[src/rtl/hydra_pkg.sv]
// -----------------------------------------------------------------------------
// hydra_pkg
//   Shared types and constants for the switch port framers.
//   hdr_t      : header word layout {len[8:0], prior[2:0], dest[3:0]}
//   tx_state_t : egress framer states
// -----------------------------------------------------------------------------
package hydra_pkg;

    localparam int DATA_W     = 16;
    localparam int LEN_W      = 9;
    localparam int PAGE_WORDS = 8;

    typedef struct packed {
        logic [8:0] len;     // payload words following the header
        logic [2:0] prior;
        logic [3:0] dest;
    } hdr_t;

    typedef enum logic [2:0] {
        IDLE,
        SOP,
        HDR,
        DATA,
        EOP
    } tx_state_t;

endpackage

[src/rtl/tx_page_ctr.sv]
// -----------------------------------------------------------------------------
// tx_page_ctr
//   Counts words read out of the current buffer page and issues a one-cycle
//   page release pulse, registered so it lines up with rd_vld of that word.
// Ports
//   i_clk, i_rst : clock, async active-high reset
//   i_clr        : restart page counting (start of a packet)
//   i_word       : a word is consumed this cycle
//   i_last       : the consumed word is the last of the packet
//   o_pg_done    : page release pulse
// -----------------------------------------------------------------------------
module tx_page_ctr
    import hydra_pkg::*;
#(
    parameter int WORDS = PAGE_WORDS     // must be a power of two, >= 2
) (
    input  logic i_clk,
    input  logic i_rst,
    input  logic i_clr,
    input  logic i_word,
    input  logic i_last,
    output logic o_pg_done
);

    localparam int CNT_W = $clog2(WORDS);

    logic [CNT_W-1:0] r_cnt;
    logic             r_pg_done;
    logic             w_page_end;

    assign w_page_end = (r_cnt == CNT_W'(WORDS - 1));
    assign o_pg_done  = r_pg_done;

    // NOTE: sequential state uses non-blocking assignments so every register
    // samples pre-edge values, independent of block ordering.
    always_ff @(posedge i_clk or posedge i_rst) begin
        if (i_rst) begin
            r_cnt     <= '0;
            r_pg_done <= 1'b0;
        end else begin
            // A full page and a packet end on the same word give one pulse.
            r_pg_done <= i_word && (w_page_end || i_last);
            if (i_clr) begin
                r_cnt <= '0;
            end else if (i_word) begin
                r_cnt <= w_page_end ? '0 : r_cnt + 1'b1;
            end
        end
    end

endmodule

[src/rtl/port_tx.sv]
// -----------------------------------------------------------------------------
// port_tx
//   Egress framer for one switch output port. Pulls header-first packets from
//   the port queue and re-emits them as rd_sop / rd_vld+rd_data / rd_eop, with
//   a page release pulse every PAGE_WORDS words and on the final word.
// Ports
//   sys_clk, sys_rst : clock, async active-high reset
//   ready            : downstream can take a new packet (looked at in IDLE only)
//   src_vld/src_data : queue head word; src_rdy is the combinational pop
//   rd_sop/rd_vld/rd_data/rd_eop : registered framed output
//   pg_done          : page release, aligned with rd_vld of the page's last word
//   hdr_err          : header dest differs from PORT_ID (packet still forwarded)
//   busy             : high from rd_sop through rd_eop
//   cur_prior/cur_len: fields of the most recent header, held between packets
// -----------------------------------------------------------------------------
module port_tx
    import hydra_pkg::*;
#(
    parameter int DATA_W     = hydra_pkg::DATA_W,
    parameter int LEN_W      = hydra_pkg::LEN_W,
    parameter int PAGE_WORDS = hydra_pkg::PAGE_WORDS,
    parameter int PORT_ID    = 0
) (
    input  logic              sys_clk,
    input  logic              sys_rst,
    input  logic              ready,
    input  logic              src_vld,
    input  logic [DATA_W-1:0] src_data,
    output logic              src_rdy,
    output logic              rd_sop,
    output logic              rd_vld,
    output logic [DATA_W-1:0] rd_data,
    output logic              rd_eop,
    output logic              pg_done,
    output logic              hdr_err,
    output logic              busy,
    output logic [2:0]        cur_prior,
    output logic [LEN_W-1:0]  cur_len
);

    tx_state_t         r_state;
    logic [LEN_W:0]    r_word_cnt;   // words accepted in this packet, header included
    logic              r_rd_sop;
    logic              r_rd_vld;
    logic [DATA_W-1:0] r_rd_data;
    logic              r_rd_eop;
    logic              r_hdr_err;
    logic              r_busy;
    logic [2:0]        r_cur_prior;
    logic [LEN_W-1:0]  r_cur_len;

    hdr_t              w_hdr;
    logic              w_accept;
    logic              w_last;
    logic              w_pg_done;

    assign w_hdr    = hdr_t'(src_data);
    assign src_rdy  = (r_state == HDR) || (r_state == DATA);
    assign w_accept = src_vld && src_rdy;

    // The word being accepted in DATA has index r_word_cnt; the last one has
    // index len. A header with len==0 is itself the last word.
    assign w_last = (r_state == HDR) ? (w_hdr.len == '0)
                                     : (r_word_cnt == {1'b0, r_cur_len});

    always_ff @(posedge sys_clk or posedge sys_rst) begin
        if (sys_rst) begin
            r_state     <= IDLE;
            r_word_cnt  <= '0;
            r_rd_sop    <= 1'b0;
            r_rd_vld    <= 1'b0;
            r_rd_data   <= '0;
            r_rd_eop    <= 1'b0;
            r_hdr_err   <= 1'b0;
            r_busy      <= 1'b0;
            r_cur_prior <= '0;
            r_cur_len   <= '0;
        end else begin
            // Framing pulses trail the state that produces them by one cycle,
            // so rd_sop lands on the first header slot and rd_eop one cycle
            // after the last rd_vld.
            r_rd_sop  <= (r_state == SOP);
            r_rd_eop  <= (r_state == EOP);
            r_busy    <= (r_state != IDLE);
            r_rd_vld  <= w_accept;
            r_hdr_err <= w_accept && (r_state == HDR) && (w_hdr.dest != 4'(PORT_ID));
            if (w_accept) begin
                r_rd_data <= src_data;
            end

            case (r_state)
                IDLE: begin
                    if (ready && src_vld) begin
                        r_state <= SOP;
                    end
                end
                SOP: begin
                    r_word_cnt <= '0;
                    r_state    <= HDR;
                end
                HDR: begin
                    if (w_accept) begin
                        r_cur_prior <= w_hdr.prior;
                        r_cur_len   <= LEN_W'(w_hdr.len);
                        r_word_cnt  <= (LEN_W + 1)'(1);
                        r_state     <= w_last ? EOP : DATA;
                    end
                end
                DATA: begin
                    if (w_accept) begin
                        r_word_cnt <= r_word_cnt + 1'b1;
                        if (w_last) begin
                            r_state <= EOP;
                        end
                    end
                end
                EOP: begin
                    r_state <= IDLE;
                end
                default: begin
                    r_state <= IDLE;
                end
            endcase
        end
    end

    tx_page_ctr #(
        .WORDS (PAGE_WORDS)
    ) u_page_ctr (
        .i_clk     (sys_clk),
        .i_rst     (sys_rst),
        .i_clr     (r_state == SOP),
        .i_word    (w_accept),
        .i_last    (w_last),
        .o_pg_done (w_pg_done)
    );

    assign rd_sop    = r_rd_sop;
    assign rd_vld    = r_rd_vld;
    assign rd_data   = r_rd_data;
    assign rd_eop    = r_rd_eop;
    assign pg_done   = w_pg_done;
    assign hdr_err   = r_hdr_err;
    assign busy      = r_busy;
    assign cur_prior = r_cur_prior;
    assign cur_len   = r_cur_len;

endmodule

[config.mk]
export PLATFORM = sky130hd
export DESIGN_NAME = port_tx
export DESIGN_NICKNAME = d
export VERILOG_FILES = /design/src/rtl/hydra_pkg.sv /design/src/rtl/tx_page_ctr.sv /design/src/rtl/port_tx.sv
export SDC_FILE = /design/constraint.sdc
export NUM_CORES = 1
export LEC_CHECK = 0
export ABC_CLOCK_PERIOD_IN_PS = 1770
export CORE_MARGIN = 2
export CORE_UTILIZATION = 45
export CTS_CLUSTER_SIZE = 30
export DETAILED_ROUTE_END_ITERATION = 6
export PLACE_DENSITY = 0.79
export SLEW_MARGIN = 20
export SYNTH_ARGS = -nofsm -noshare
export SYNTH_HDL_FRONTEND = slang
export SYNTH_SLANG_ARGS = --single-unit
[constraint.sdc]
create_clock -name sys_clk -period 1.77 [get_ports sys_clk]
set_input_delay 0.177 -clock sys_clk [delete_from_list [all_inputs] [get_ports sys_clk]]
set_output_delay 0.177 -clock sys_clk [all_outputs]
set_load 0.03 [all_outputs]
# ---- Word-level counts from Yosys, hierarchy flattened
# Cells that the tools add are included.
# W data, S select, Z words.
dict set report totals {
  reg_bits 50
  inputBits 20
  output_inout_bits 35
  word_cells 53
}
dict set report classes {
  add_sub_neg 2
  n_eq_ne 10
  n_mux 13
  reduce_logical 16
}
# op n
set op_table {}
lappend op_table {{$pmux W10 S3} 1}
lappend op_table {{$mux W3} 8}
lappend op_table {{$mux W10} 2}
lappend op_table {{$pmux W3 S4} 1}
lappend op_table {{$add A10 B1 Y10 const B} 1}
lappend op_table {{$eq A10 B9 Y1} 1}
lappend op_table {{$logic_not A9 Y1} 1}
lappend op_table {{$eq A3 B2 Y1 const B} 2}
lappend op_table {{$eq A3 B3 Y1 const B} 2}
lappend op_table {{$ne A2 B1 Y1 const B} 3}
lappend op_table {{$reduce_bool A3 Y1} 2}
lappend op_table {{$logic_and A1 B1 Y1} 5}
lappend op_table {{$reduce_and A4 Y1} 1}
lappend op_table {{$reduce_bool A4 Y1} 1}
lappend op_table {{$add A3 B1 Y3 const B} 1}
lappend op_table {{$eq A3 B1 Y1 const B} 1}
lappend op_table {{$logic_not A3 Y1} 1}
lappend op_table {{$reduce_and A3 Y1} 1}
lappend op_table {{$logic_or A1 B1 Y1} 2}
lappend op_table {{$ne A2 B2 Y1 const B} 1}
lappend op_table {{$reduce_and A2 Y1} 1}
lappend op_table {{$reduce_bool A2 Y1} 1}
lappend op_table {{$mux W1} 1}

# ---- Logic depth before layout (Yosys ltp)
dict set report depth {
  ltp_word 5
  mapped_depth 6
  ltp_nobuf 5
}

# ---- Hierarchy
# A second synthesis with hierarchy kept.
dict set report unflattened {
  hier_cells 185
  area_unflattened_um2 2230.9
}
# mod n_inst cells_per_inst area_per_inst_um2 seq_area_each_um2
set modules_own_cells {}
lappend modules_own_cells {port_tx 1 170 2043.2 1151.1}
lappend modules_own_cells {tx_page_ctr 1 15 187.7 100.1}

# ---- Least setup slack after synthesis
# No wires, ideal clock.
dict set report synth_path {
  kind {register to register}
  start {register r_state[2]}
  end {register r_cur_len[0], in the netlist cur_len[0]}
  setup_ns 0.128
  t_arrival_ns 1.505
  setup_slack_ns 0.137
  path_stages_with_launch 6
  path_buffers 1
  period_less_slack_ns 1.633
  path_cell_list {dfrtp_1 nor2b_4 nand2_2 nor2_2 buf_4 mux2_1}
}
dict set report synth_via {
  elab_chain_cells 4
  elab_cells_between_ends 5
}
# item line_no
set synth_lines {}
lappend synth_lines {{start, declared} port_tx.sv:41} ;# tx_state_t r_state;
lappend synth_lines {{start signal, assigned} port_tx.sv:106} ;# r_state <= w_last ? EOP : DATA;
lappend synth_lines {{$eq A3 B2 Y1} port_tx.sv:58} ;# assign src_rdy = (r_state == HDR) || (r_state == DATA);
lappend synth_lines {{$logic_or A1 B1 Y1 *} port_tx.sv:58}
lappend synth_lines {{via src_rdy} port_tx.sv:29} ;# output logic src_rdy,
lappend synth_lines {{$logic_and A1 B1 Y1 *} port_tx.sv:59} ;# assign w_accept = src_vld && src_rdy;
lappend synth_lines {{$reduce_and A2 Y1 (no line) *} -}
lappend synth_lines {{end signal, assigned} port_tx.sv:104} ;# r_cur_len <= LEN_W'(w_hdr.len);
lappend synth_lines {{end, declared} port_tx.sv:50} ;# logic [LEN_W-1:0] r_cur_len;
# Mark *: on every way through the listed nets, which the timed path passes. The rest lies on a longest branch.
# A chain may end at the register's enable or synchronous reset.

# ---- Worst setup path in the final report
dict set report layout_path {
  start {register r_state[1]}
  end {output port src_rdy}
}
dict set report layout_via {
  elab_chain_cells 2
  elab_cells_between_ends 3
}
# item line_no
set layout_lines {}
lappend layout_lines {{$eq A3 B2 Y1} port_tx.sv:58}
lappend layout_lines {{$logic_or A1 B1 Y1 *} port_tx.sv:58}
lappend layout_lines {{end, declared} port_tx.sv:29}
# Mark *: on every way between the ends. The rest lies on a longest branch, timed or not.

==> run_results.csv <==
group,metric,value,unit
global_routing,grt_pass1_vias,1734,
floorplan,rows,26,
job,cap_viol_max_count,0,
clock_network,cts_tree,"yes",
route,drc_errors,0,
route,postRouteAntennaNets,0,
min_path,hold_path.class,"input pin to asynchronous set/reset pin",
clock_network,cts_root_buffer,"clkbuf_8",
worst_setup_path,cp-end-kind,"output port",
route,first_pass_iters,4,
worst_setup_path,cp.required,1.59,ns
floorplan,start_util,0.459,
logic_synthesis,synth_top_area_cell,"dfrtp_1",
route,num_vias,1758,
sta,final-setup-viol-count,0,
power,powerDensity,1360,nW/um2
logic_synthesis,synth_area_leaders,"dfrtp_1, nand2_1, mux2_1",
worst_setup_path,startpoint_type,"register",
sta,hold_viol_final,0,
logic_synthesis,syn_nets,241,
logic_synthesis,ys_seq_area_frac,0.541,
placement,dp_hpwl,3.69,mm
sta,rsz0062_at_grt,"false",
sta,worst_slew_pin_slew,0.369,ns
global_routing,antenna_found_initial,0,
power,net-switching-power,1.61,mW
logic_synthesis,yosysWarnings,0,
sta,fin_crit_sh,0.916,
worst_setup_path,cp.arrival,1.45,ns
logic_synthesis,async_reset_ff_frac,1.00,
sta,finalSetupTns,0,ns
route,via_per_inst,4.90,
placement,portBuffers,54,
clock_network,worst_skew_pair.late_latency,0.30,ns
logic_synthesis,synth_cells,218,
clock_network,cts_buffers,5,
sta,hold_slack,0.225,ns
clock_network,clk_pin_slew_worst_paths,0.09,ns
placement,postPlaceCellArea,3050,um2
run_status,status,"complete, no violations",
sta,layout_min_cycle_time,1.62,ns
floorplan,dieArea,5730,um2
logic_synthesis,synth_area_per_cell,10.6,um2
worst_setup_path,criticalPathCategory,"register to output port",
clock_network,htreeDepth,2,
power,p_int,2.70,mW
floorplan,die_height,75.7,um
floorplan,core_area,5040,um2
layout,finalInstanceArea,3170,um2
power,power_frac_comb,0.401,
power,power_frac_clock,0.197,
global_routing,track_usage,0.194,
logic_synthesis,synth_cell_types,44,
global_routing,grt_pass1_wl,8.39,mm
power,seqPwrFrac,0.402,
global_routing,grt_max_degree,51,
layout,nFillCells,420,
layout,fin_nets,311,
layout,area_growth,37.1,%
power,swShare,0.374,
power,p_leak,1.46,nW
layout,drive_gt1_frac,0.131,
placement,globalplace.congestion,0.894,
floorplan,io_pins,55,
sta,skew,0.00520,ns
floorplan,dieWidth,75.7,um
sta,worst_slew_margin_rel,0.747,
sta,drv_slew,0,
logic_synthesis,synth.top_cell.area_share,0.541,
logic_synthesis,ys.flop_type,"dfrtp_1",
logic_synthesis,ys_ff_latch,50,
sta,fmax,616,MHz
route,routed_wl,4.98,mm
layout,n_antenna_cell,0,
worst_setup_path,critPathMaxFanout,6,
clock_network,numClockSinks,50,
power,vdd_drop_max,975,uV
route,routedWlPerCell,13.9,um
logic_synthesis,netlist_area,2310,um2
logic_synthesis,synth_edf_count,0,
clock_network,cts.path.max_buffers,2,
global_routing,global_route.overflow_total,0,
route,drt_iter0_markers,101,
## worst paths after layout
path                              from             to  slack (ns)  cells after the start
setup / recovery            r_state[1]        src_rdy        0.15                      2
hold / removal                 sys_rst     rd_data[2]        0.23                      3
setup reg to reg            r_state[2]  r_word_cnt[9]        0.15                      5
hold reg to reg            rd_data[15]    rd_data[15]        0.48                      2
max in group asynchronous      sys_rst     cur_len[5]        1.32                      3
min in group sys_clk       src_data[6]     rd_data[6]        0.42                      3
## worst max-delay path: stages (launching register included)
cell	delay (ns)
dfrtp_1	0.46
nor2b_4	0.26
dlygate4sd2_1	0.42
## cell usage in the layout, fill, tap and decap left out, drive strengths merged
cell / synthesis / routed
a21o: 1 / 1
o31ai: 1 / 1
and3: 1 / 1
mux2: 14 / 14
o21bai: 1 / 1
mux2i: 2 / 2
and4: 1 / 1
dfrtp: 50 / 50
nor2b: 3 / 3
nor3b: 1 / 1
nor2: 13 / 13
nand2b: 4 / 4
o22ai: 2 / 2
xnor2: 3 / 3
xor2: 11 / 11
nand3: 3 / 3
a21oi: 5 / 5
or4: 2 / 2
ha: 3 / 3
or3: 2 / 2
clkbuf: 2 / 6
nand2: 54 / 54
a2111oi: 1 / 1
nor4: 3 / 3
nand4: 4 / 4
o21ai: 1 / 1
a32o: 1 / 1
o21a: 1 / 1
buf: 6 / 17
nor4b: 1 / 1
or2: 1 / 1
nor4bb: 1 / 1
clkdlybuf4s50: 0 / 53
a31oi: 1 / 1
bufinv: 0 / 1
nand3b: 1 / 1
dlygate4sd2: 0 / 1
inv: 6 / 7
nor3: 6 / 6
a22o: 5 / 5
## registers in the layout, indices dropped and copies added, names as in the netlist
register / count
busy: 1
cur_len: 9
cur_prior: 3
hdr_err: 1
r_state: 3
r_word_cnt: 10
rd_data: 16
rd_eop: 1
rd_sop: 1
rd_vld: 1
u_page_ctr.o_pg_done: 1
u_page_ctr.r_cnt: 3
## Yosys cell counts, types with 2 or more instances
| cell | n |
|---|---|
| a21oi_1 | 5 |
| a22o_1 | 5 |
| buf_2 | 4 |
| buf_4 | 2 |
| clkbuf_1 | 2 |
| dfrtp_1 | 50 |
| ha_1 | 3 |
| inv_1 | 5 |
| mux2_1 | 12 |
| mux2_2 | 2 |
| mux2i_1 | 2 |
| nand2_1 | 53 |
| nand2b_1 | 4 |
| nand3_1 | 3 |
| nand4_1 | 4 |
| nor2_1 | 12 |
| nor2b_1 | 2 |
| nor3_1 | 4 |
| nor3_2 | 2 |
| nor4_1 | 3 |
| o22ai_1 | 2 |
| or3_1 | 2 |
| or4_1 | 2 |
| xnor2_1 | 3 |
| xor2_1 | 11 |
## logic make-up (layout without fill, tap and decap cells)
kind of cell / after synthesis / after routing / synth area share
AOI/OAI and AO/OA: 20 / 20 / 0.0714
xor gates and xnor gates: 14 / 14 / 0.0530
adders and majority gates: 3 / 3 / 0.0162
buffers and inverters: 14 / 85 / 0.0281
DFF: 50 / 50 / 0.541
muxes: 16 / 16 / 0.0768
and+or+nand+nor: 101 / 101 / 0.214
## through the flow
step	instances	power, mW	utilization	setup WS, ns
finish	359	4.31	0.629	0.148
global route	359	4.57	0.629	0.0676
CTS	359	4.35	0.629	0.121
detailed placement	351	3.49	0.605	-0.0389
global placement	351	3.45	0.605	0.0159
floorplan	218	2.78	-	0.137
## power by group through the flow
stage	logic [mW]	clock network, mW	registers (mW)
detailed placement	1.74	0	1.75
global placement	1.70	0	1.75
CTS	1.74	0.868	1.74
finish	1.73	0.851	1.73
floorplan	0.717	0	2.06
global route	1.88	0.916	1.78
## per-layer routing
metal  vias up  share of wire  global-route usage
met5         -              0                   0
met4         0          0.014              0.0507
met3         9          0.054              0.0529
met2        51           0.48               0.299
met1       820           0.45               0.274
li1        878              -                   -
## cell type report
class                           count  area (um2)  area share
Sequential cell                    50        1250       0.394
Clock inverter                      2        38.8      0.0122
Inverter                            6        22.5     0.00710
Timing Repair Buffer               71         692       0.218
Multi-Input combinational cell    154         998       0.315
Tap cell                           70        87.6      0.0276
Clock buffer                        6        82.6      0.0260
## repair_timing
item	4_1_cts	5_1_grt
gates resized for setup	1	0
endpoints found under the hold margin	0	0
buffers inserted	0	0
hold buffers	0	0
setup endpoints to repair	1	0
Note: power is estimated with default switching activity, not from simulation.
